===== src/rtl/writeback_queue.sv =====
// writeback_queue: dual-push, single-pop in-order writeback FIFO feeding the register file
module writeback_queue #(
    parameter int DEPTH           = 8,
    parameter int PTR_WIDTH       = 3,
    parameter int STALL_THRESHOLD = 4
) (
    input  logic                 clock_i,
    input  logic                 reset_i,
    input  logic [1:0]           functionalUnitCode_i,
    input  logic                 reg1WritebackEnable_i,
    input  logic                 reg2WritebackEnable_i,
    input  logic [5:0]           reg1WritebackAddress_i,
    input  logic [5:0]           reg2WritebackAddress_i,
    input  logic [63:0]          reg1WritebackVal_i,
    input  logic [63:0]          reg2WritebackVal_i,
    input  logic                 regWriteReady_i,
    output logic                 regWriteEnable_o,
    output logic [5:0]           regWriteAddress_o,
    output logic [63:0]          regWriteVal_o,
    output logic [1:0]           regWriteUnitCode_o,
    output logic                 stall_o,
    output logic                 overflow_o,
    output logic [PTR_WIDTH:0]   occupancy_o
);
    localparam logic [PTR_WIDTH:0] FULL   = (PTR_WIDTH+1)'(DEPTH);
    localparam logic [PTR_WIDTH:0] THRESH = (PTR_WIDTH+1)'(STALL_THRESHOLD);
    localparam logic [PTR_WIDTH:0] TWO    = (PTR_WIDTH+1)'(2);

    logic [5:0]           addr_mem [DEPTH];
    logic [63:0]          val_mem  [DEPTH];
    logic [1:0]           unit_mem [DEPTH];
    logic [PTR_WIDTH-1:0] rd_ptr, wr_ptr, wr_next;
    logic [PTR_WIDTH:0]   count, free, need, acc;
    logic                 empty, pop, first_en, second_en;
    logic [5:0]           first_addr;
    logic [63:0]          first_val;

    // Pop/space arithmetic; reg1 always claims the first free slot, so a
    // lone reg2 push lands in the first slot too.
    always_comb begin
        empty      = count == '0;
        pop        = !empty && regWriteReady_i;
        free       = FULL - count + (PTR_WIDTH+1)'(pop);
        need       = (PTR_WIDTH+1)'(reg1WritebackEnable_i) + (PTR_WIDTH+1)'(reg2WritebackEnable_i);
        acc        = need > free ? free : need;
        first_en   = acc != '0;
        second_en  = acc == TWO;
        first_addr = reg1WritebackEnable_i ? reg1WritebackAddress_i : reg2WritebackAddress_i;
        first_val  = reg1WritebackEnable_i ? reg1WritebackVal_i : reg2WritebackVal_i;
        wr_next    = wr_ptr + PTR_WIDTH'(1);
    end

    // Pointer, count and sticky overflow state.
    always_ff @(posedge clock_i or negedge reset_i) begin
        if (!reset_i) begin
            rd_ptr     <= '0;
            wr_ptr     <= '0;
            count      <= '0;
            overflow_o <= 1'b0;
        end else begin
            rd_ptr <= rd_ptr + PTR_WIDTH'(pop);
            wr_ptr <= wr_ptr + acc[PTR_WIDTH-1:0];
            count  <= count + acc - (PTR_WIDTH+1)'(pop);
            if (need > free) overflow_o <= 1'b1;
        end
    end

    // Entry storage; contents are only meaningful between rd and wr pointers, so no reset.
    always_ff @(posedge clock_i) begin
        if (first_en) begin
            addr_mem[wr_ptr] <= first_addr;
            val_mem[wr_ptr]  <= first_val;
            unit_mem[wr_ptr] <= functionalUnitCode_i;
        end
        if (second_en) begin
            addr_mem[wr_next] <= reg2WritebackAddress_i;
            val_mem[wr_next]  <= reg2WritebackVal_i;
            unit_mem[wr_next] <= functionalUnitCode_i;
        end
    end

    assign regWriteEnable_o   = !empty;
    assign regWriteAddress_o  = empty ? '0 : addr_mem[rd_ptr];
    assign regWriteVal_o      = empty ? '0 : val_mem[rd_ptr];
    assign regWriteUnitCode_o = empty ? '0 : unit_mem[rd_ptr];
    assign occupancy_o        = count;
    assign stall_o            = (FULL - count) < THRESH;
endmodule

===== config.mk =====
export PLATFORM = sky130hd
export DESIGN_NAME = writeback_queue
export DESIGN_NICKNAME = d
export VERILOG_FILES = /design/src/rtl/writeback_queue.sv
export SDC_FILE = /design/constraint.sdc
export NUM_CORES = 1
export LEC_CHECK = 0
export CAP_MARGIN = 30
export CORE_ASPECT_RATIO = 1.75
export CORE_MARGIN = 3
export CORE_UTILIZATION = 59
export DETAILED_ROUTE_END_ITERATION = 7
export PLACE_DENSITY = 0.8
export SLEW_MARGIN = 15
export SYNTH_ARGS = -nofsm -noshare
export SYNTH_HDL_FRONTEND = slang
export SYNTH_SLANG_ARGS = --single-unit

===== constraint.sdc =====
create_clock -name clock_i -period 12.83 [get_ports clock_i]
set_clock_uncertainty 0.2 [all_clocks]
set_input_delay 1.9245 -clock clock_i [delete_from_list [all_inputs] [get_ports clock_i]]
set_output_delay 1.9245 -clock clock_i [all_outputs]
set_load 0.05 [all_outputs]

== Word-level counts from Yosys, hierarchy flattened ==
Memories as Yosys holds them, arrays and structs flattened.
Cells that the tools add are included.

* Word-level logic and storage cells: 32
* Flip-flop bits (word level): 11
* RAM bits: 576
* Input bits: 147
* Output and inout bits: 79
* Memories: 3

{| class="wikitable"
|+ Memory list
! memory !! depth !! width !! rd ports !! clocked after Yosys merged registers in !! write ports !! line !! RTL
|-
| val_mem || 8 || 64 || 1 || 0 || 2 || 30 || <nowiki>logic [63:0] val_mem [DEPTH];</nowiki>
|-
| addr_mem || 8 || 6 || 1 || 0 || 2 || 29 || <nowiki>logic [5:0] addr_mem [DEPTH];</nowiki>
|-
| unit_mem || 8 || 2 || 1 || 0 || 2 || 31 || <nowiki>logic [1:0] unit_mem [DEPTH];</nowiki>
|}

* Magnitude comparators: 2
* Multiplexer cells: 10
* Reduce and logical (&&, ||, !) cells: 4
* Equal/unequal tests: 1
* $add $sub $neg: 8

{| class="wikitable"
|+ Operators by type and width
! cell !! number
|-
| 2-to-1 mux 64 bit || 2
|-
| 2-to-1 mux 6 bit || 2
|-
| adder 4 x 1 -> 4 bit || 1
|-
| adder 4 bit || 1
|-
| == test 4 x 2 -> 1 bit (second input constant) || 1
|-
| > comparator 2 x 4 -> 1 bit || 1
|-
| logical NOT 4 bit || 1
|-
| less-than comparator 4 x 3 -> 1 bit (second input constant) || 1
|-
| 2-to-1 mux 1 bit || 4
|-
| 2-to-1 mux 4 bit || 1
|-
| nonzero test 4 bit || 1
|-
| subtractor 4 x 1 -> 4 bit || 1
|-
| subtractor 4 bit (first input constant) || 1
|-
| adder 3 x 1 -> 3 bit || 1
|-
| adder 3 x 1 -> 3 bit (second input constant) || 1
|-
| adder 3 bit || 1
|-
| adder 1 x 1 -> 2 bit || 1
|-
| 2-to-1 mux 2 bit || 1
|-
| logical AND 1 bit || 1
|-
| logical NOT 1 bit || 1
|}

== Depth between registers and ports, before layout ==
* Depth after elaboration: 9
* Gate-level depth with buffers: 22
* Mapped depth without buffers: 20

== Worst setup path before layout ==
No wires, ideal clock.

* Path type: register -> register
* From: register count[0], in the netlist occupancy_o[0]
* To: memory addr_mem[0][0], enable pin
* Data arrival time: 11.386 ns
* Clock period less this slack: 12.285 ns
* Data required time: 11.932 ns
* Library setup time: 0.698 ns
* Stages on the path, launching flop included: 17
* Buffers on the path: 2
* Path slack: 0.545 ns
* Path through: dfrtp_1 -> inv_1 -> ha_1 -> nor3b_1 -> clkbuf_1 -> inv_1 -> nand2_1 -> nor2_1 -> ha_1 -> inv_1 -> ha_1 -> nor2b_1 -> o211ai_1 -> a21o_1 -> clkbuf_1 -> mux2_2 -> o41ai_1

{| class="wikitable"
|+ RTL lines
! item !! line !! RTL
|-
| start: declaration || 33 || <nowiki>logic [PTR_WIDTH:0] count, free, need, acc;</nowiki>
|-
| start signal: assignment || 63 || <nowiki>count <= count + acc - (PTR_WIDTH+1)'(pop);</nowiki>
|-
| end: declaration || 29 ||
|}

== Worst setup path after layout ==
* From: register rd_ptr[0]
* To: output port regWriteVal_o[1]

* Cells in the longest elaborated chain, start to end: 2

{| class="wikitable"
|+ Ends and longest elaborated chain
! item !! line !! RTL
|-
| start: declaration || 32 || <nowiki>logic [PTR_WIDTH-1:0] rd_ptr, wr_ptr, wr_next;</nowiki>
|-
| start signal: assignment || 61 || <nowiki>rd_ptr <= rd_ptr + PTR_WIDTH'(pop);</nowiki>
|-
| memory read (8 x 64 bit) || - ||
|-
| 2-to-1 mux 64 bit || 84 || <nowiki>assign regWriteVal_o = empty ? '0 : val_mem[rd_ptr];</nowiki>
|-
| end: declaration || 19 || <nowiki>output logic [63:0] regWriteVal_o,</nowiki>
|}

Every way passes these cells.

==> impl_metrics.prom <==
# TYPE chip_impl_metric gauge
chip_impl_info{name="critical-path-slowest-cell",value="sky130_fd_sc_hd__dfrtp_4"} 1
chip_impl_metric{name="post_synthesis_sequential_element_count",unit=""} 587
chip_impl_metric{name="yosysSeqAreaShare",unit=""} 0.580
chip_impl_metric{name="design_power_total",unit="W"} 0.00896
chip_impl_metric{name="overall_overflow_remaining_after_global_route",unit=""} 0
chip_impl_info{name="reg_to_reg_start",value="occupancy_o[0]"} 1
chip_impl_metric{name="timing.critical_path.arrival",unit="ns"} 4.71
chip_impl_metric{name="drt_antenna_net_count",unit=""} 0
chip_impl_metric{name="route.detailed.wl_per_inst",unit="um"} 27.7
chip_impl_metric{name="cts-hold-fix-buffers",unit=""} 0
chip_impl_info{name="worst_hold_startpoint",value="overflow_o"} 1
chip_impl_metric{name="synthesis.yosys.warnings",unit=""} 0
chip_impl_metric{name="worstMarginPinSlew",unit="ns"} 1.00
chip_impl_metric{name="cp_slowest_stage_delay",unit="ns"} 0.78
chip_impl_metric{name="number_of_failing_setup_endpoints_in_the_final_timing_report",unit=""} 0
chip_impl_info{name="hold_class",value="reg2reg"} 1
chip_impl_metric{name="yosysUniqueCellTypes",unit=""} 43
chip_impl_metric{name="syn_area",unit="um2"} 30300
chip_impl_metric{name="final.fill_count",unit=""} 3250
chip_impl_metric{name="first_global_vias",unit=""} 19000
chip_impl_info{name="synth.area.top_cells",value="sky130_fd_sc_hd__edfxtp_1 (57%), sky130_fd_sc_hd__mux2_2 (23%), sky130_fd_sc_hd__mux4_2 (11%)"} 1
chip_impl_metric{name="cell_count_after_synthesis",unit=""} 1736
chip_impl_metric{name="ctsHtreeMaxLevel",unit=""} 2
chip_impl_info{name="rsz0062_at_grt",value="no"} 1
chip_impl_info{name="synth_top_cell_by_area",value="sky130_fd_sc_hd__edfxtp_1"} 1
chip_impl_metric{name="finalWeightedCongestion",unit=""} 0.797
chip_impl_metric{name="layout-area-overhead-vs-synth",unit="%"} 15.9
chip_impl_metric{name="synthesis.area_per_instance",unit="um2"} 17.5
chip_impl_metric{name="footprint_of_the_multi_input_gates",unit="um2"} 12300
chip_impl_metric{name="timing.slew.headroom",unit=""} 0.331
chip_impl_metric{name="power_per_cell_area",unit="nW/um2"} 255
chip_impl_metric{name="postCtsSetupRepairBufs",unit=""} 0
chip_impl_metric{name="drt_iter0_drc",unit=""} 1312
chip_impl_info{name="hold_end",value="overflow_o"} 1
chip_impl_metric{name="groute.usage.overall",unit=""} 0.274
chip_impl_metric{name="grt_pass1_wl",unit="um"} 113000
chip_impl_info{name="tritoncts",value="built"} 1
chip_impl_metric{name="r2r_setup_slack",unit="ns"} 6.96
chip_impl_metric{name="dr_total_vias",unit=""} 17000
chip_impl_metric{name="synth_edf_count",unit=""} 576
chip_impl_metric{name="min_period",unit="ns"} 6.83
chip_impl_info{name="setup.worst_path.start_class",value="flip-flop"} 1
chip_impl_metric{name="insertion_delay",unit="ns"} 0.56
chip_impl_metric{name="cts_resized",unit=""} 0
chip_impl_info{name="timing_worst_setup_path_type",value="reg2out"} 1
chip_impl_metric{name="grt_start_max_net_pins",unit=""} 73
chip_impl_metric{name="setup_total_negative_slack",unit="ns"} 0
chip_impl_metric{name="io_pins",unit=""} 226
chip_impl_metric{name="max_clock_freq",unit="MHz"} 146
chip_impl_metric{name="hpwlAfterDp",unit="um"} 44300
chip_impl_metric{name="cap_viol_max_count",unit=""} 0
chip_impl_metric{name="cts_sinks",unit=""} 587
chip_impl_metric{name="hold-path-cell-count",unit=""} 1
chip_impl_metric{name="via_per_inst",unit=""} 6.41
chip_impl_info{name="cts_root_buf",value="sky130_fd_sc_hd__clkbuf_16"} 1
chip_impl_metric{name="seq_area",unit="um2"} 17600
chip_impl_metric{name="critical_path.n_buffers_inverters",unit=""} 5
chip_impl_metric{name="finalHoldViolations",unit=""} 0
chip_impl_info{name="timing.critical_path.from",value="rd_ptr[0]"} 1
chip_impl_metric{name="r2r.worst_path.cells",unit=""} 15
chip_impl_metric{name="clk_transition_reported_paths",unit="ns"} 0.06
chip_impl_info{name="critical_path.top_delay_family",value="buffers and inverters"} 1
chip_impl_metric{name="drc_errors",unit=""} 0
chip_impl_metric{name="finalMaxSlewViolations",unit=""} 0
chip_impl_metric{name="finalCritPeriodShare",unit=""} 0.532
chip_impl_metric{name="core_area",unit="um2"} 50600
chip_impl_metric{name="cts-buffers-inserted",unit=""} 52
chip_impl_metric{name="async_flop_share",unit=""} 0.0187
chip_impl_info{name="outcome",value="complete, no violations"} 1
chip_impl_info{name="worst_r2r_endpoint",value="val_mem[6][41]"} 1
chip_impl_metric{name="critical_path.max_fanout",unit=""} 37
chip_impl_metric{name="synth.net_count",unit=""} 1898
chip_impl_metric{name="die_footprint",unit="um2"} 54200
chip_impl_metric{name="final_nets",unit=""} 2102
chip_impl_metric{name="core.rowCount",unit=""} 109
chip_impl_metric{name="port_buffers",unit=""} 225
chip_impl_metric{name="final_layout_size_suffix_gt1_frac",unit=""} 0.456
chip_impl_info{name="critical_path.endpoint_type",value="output pin"} 1
chip_impl_info{name="path_cells",value="buf_16 > buf_4 > buf_4 > buf_16 > mux4_2 > mux2i_1 > nor2_1 > clkdlybuf4s50_1"} 1
chip_impl_metric{name="drtPass1Iterations",unit=""} 5
chip_impl_metric{name="irDropWorstVdd",unit="mV"} 0.231
chip_impl_info{name="yosys-top-cells-count",value="sky130_fd_sc_hd__mux2_2 (625), sky130_fd_sc_hd__edfxtp_1 (576), sky130_fd_sc_hd__mux4_2 (144), sky130_fd_sc_hd__nor2_1 (81), sky130_fd_sc_hd__mux2i_1 (73)"} 1
chip_impl_metric{name="synth_largest_type_area_fraction",unit=""} 0.571
chip_impl_metric{name="required_time_at_the_worst_slack_endpoint",unit="ns"} 10.71
chip_impl_info{name="ys.flop_type",value="sky130_fd_sc_hd__edfxtp_1"} 1
chip_impl_info{name="yosysMostFrequentCell",value="sky130_fd_sc_hd__mux2_2"} 1
chip_impl_metric{name="floorplan.die.width",unit="um"} 177
chip_impl_metric{name="clock_tree.buffer_depth",unit=""} 3
chip_impl_metric{name="aggregate_routed_wire_length",unit="um"} 73400
chip_impl_metric{name="initial_core_util",unit=""} 0.599
chip_impl_metric{name="dieHeight",unit="um"} 306
chip_impl_metric{name="antenna_found_initial",unit=""} 1
chip_impl_metric{name="p_leak",unit="nW"} 11.8
## per-layer routing
metal / global-route usage / up-vias / share of wire
li1: - / 7438 / -
met3: 0.0327 / 144 / 0.048
met5: 0 / - / 0
met1: 0.330 / 8829 / 0.37
met2: 0.507 / 578 / 0.55
met4: 0.0943 / 0 / 0.034
## layout make-up
cell class                 count  area share
tap                          666      0.0237
clock buffer                  71      0.0409
timing repair buffer         268      0.0772
clock inverter                25     0.00499
sequential                   587       0.501
inverter                      16     0.00171
multi-input combinational   1015       0.351
antenna                        1   0.0000712
## cell families after synthesis
family	share of synthesized area
xor+xnor	0.00367
fa+ha+maj	0.00669
flops	0.580
buf+inv	0.0190
compound gates	0.00937
simple gates	0.0153
other cells	0.000124
mux	0.366
## state kept, by name, summed over array words and instances (netlist names)
signal and cells:
overflow_o 1, unit_mem 16, addr_mem 48, wr_ptr 3, occupancy_o 4, val_mem 512, rd_ptr 3
## per-stage QoR
| stage | hold slack (ns) | instance area, um2 | setup WS, ns | util | cells |
|---|---|---|---|---|---|
| 2_1_floorplan | 0.277 | 30300 | 0.545 | - | 1736 |
| 3_5_place_dp | 0.291 | 33400 | 5.67 | 0.660 | 2548 |
| 6_report | 0.293 | 35100 | 6.00 | 0.694 | 2649 |
| 4_1_cts | 0.306 | 35000 | 5.61 | 0.692 | 2644 |
| 3_3_place_gp | 0.292 | 33300 | 5.83 | 0.658 | 2544 |
| 5_1_grt | 0.332 | 35100 | 5.73 | 0.694 | 2648 |
## how the worst max path moves through the flow
stage                             end  depth (start not counted)
CTS                 regWriteVal_o[27]                          7
finish               regWriteVal_o[1]                          8
global placement       val_mem[2][44]                         12
detailed placement     val_mem[2][44]                         12
floorplan              addr_mem[0][0]                         16
global route        regWriteVal_o[27]                          8
## placed cells by master, fill, tap and decap left out, types with 4 or more instances in the layout
cell type,count
sky130_fd_sc_hd__mux2_2,625
sky130_fd_sc_hd__edfxtp_1,576
sky130_fd_sc_hd__clkdlybuf4s50_1,224
sky130_fd_sc_hd__mux4_2,144
sky130_fd_sc_hd__nor2_1,81
sky130_fd_sc_hd__mux2i_1,73
sky130_fd_sc_hd__clkbuf_16,54
sky130_fd_sc_hd__buf_4,36
sky130_fd_sc_hd__inv_1,16
sky130_fd_sc_hd__clkbuf_1,15
sky130_fd_sc_hd__ha_1,13
sky130_fd_sc_hd__clkinv_1,13
sky130_fd_sc_hd__dfrtp_1,8
sky130_fd_sc_hd__xnor2_1,7
sky130_fd_sc_hd__mux2_1,7
sky130_fd_sc_hd__clkinv_2,7
sky130_fd_sc_hd__o31ai_4,6
sky130_fd_sc_hd__nand2_1,5
sky130_fd_sc_hd__nand3_1,5
sky130_fd_sc_hd__nor3_1,5
sky130_fd_sc_hd__buf_16,5
sky130_fd_sc_hd__a21oi_1,4
sky130_fd_sc_hd__o41ai_2,4
## report_power, final
group          switching [W]  internal [W]
clock network       0.000683      0.000823
registers           0.000248       0.00290
logic                0.00260       0.00171
total                0.00353       0.00543
Power figures use the tool's default switching activity.
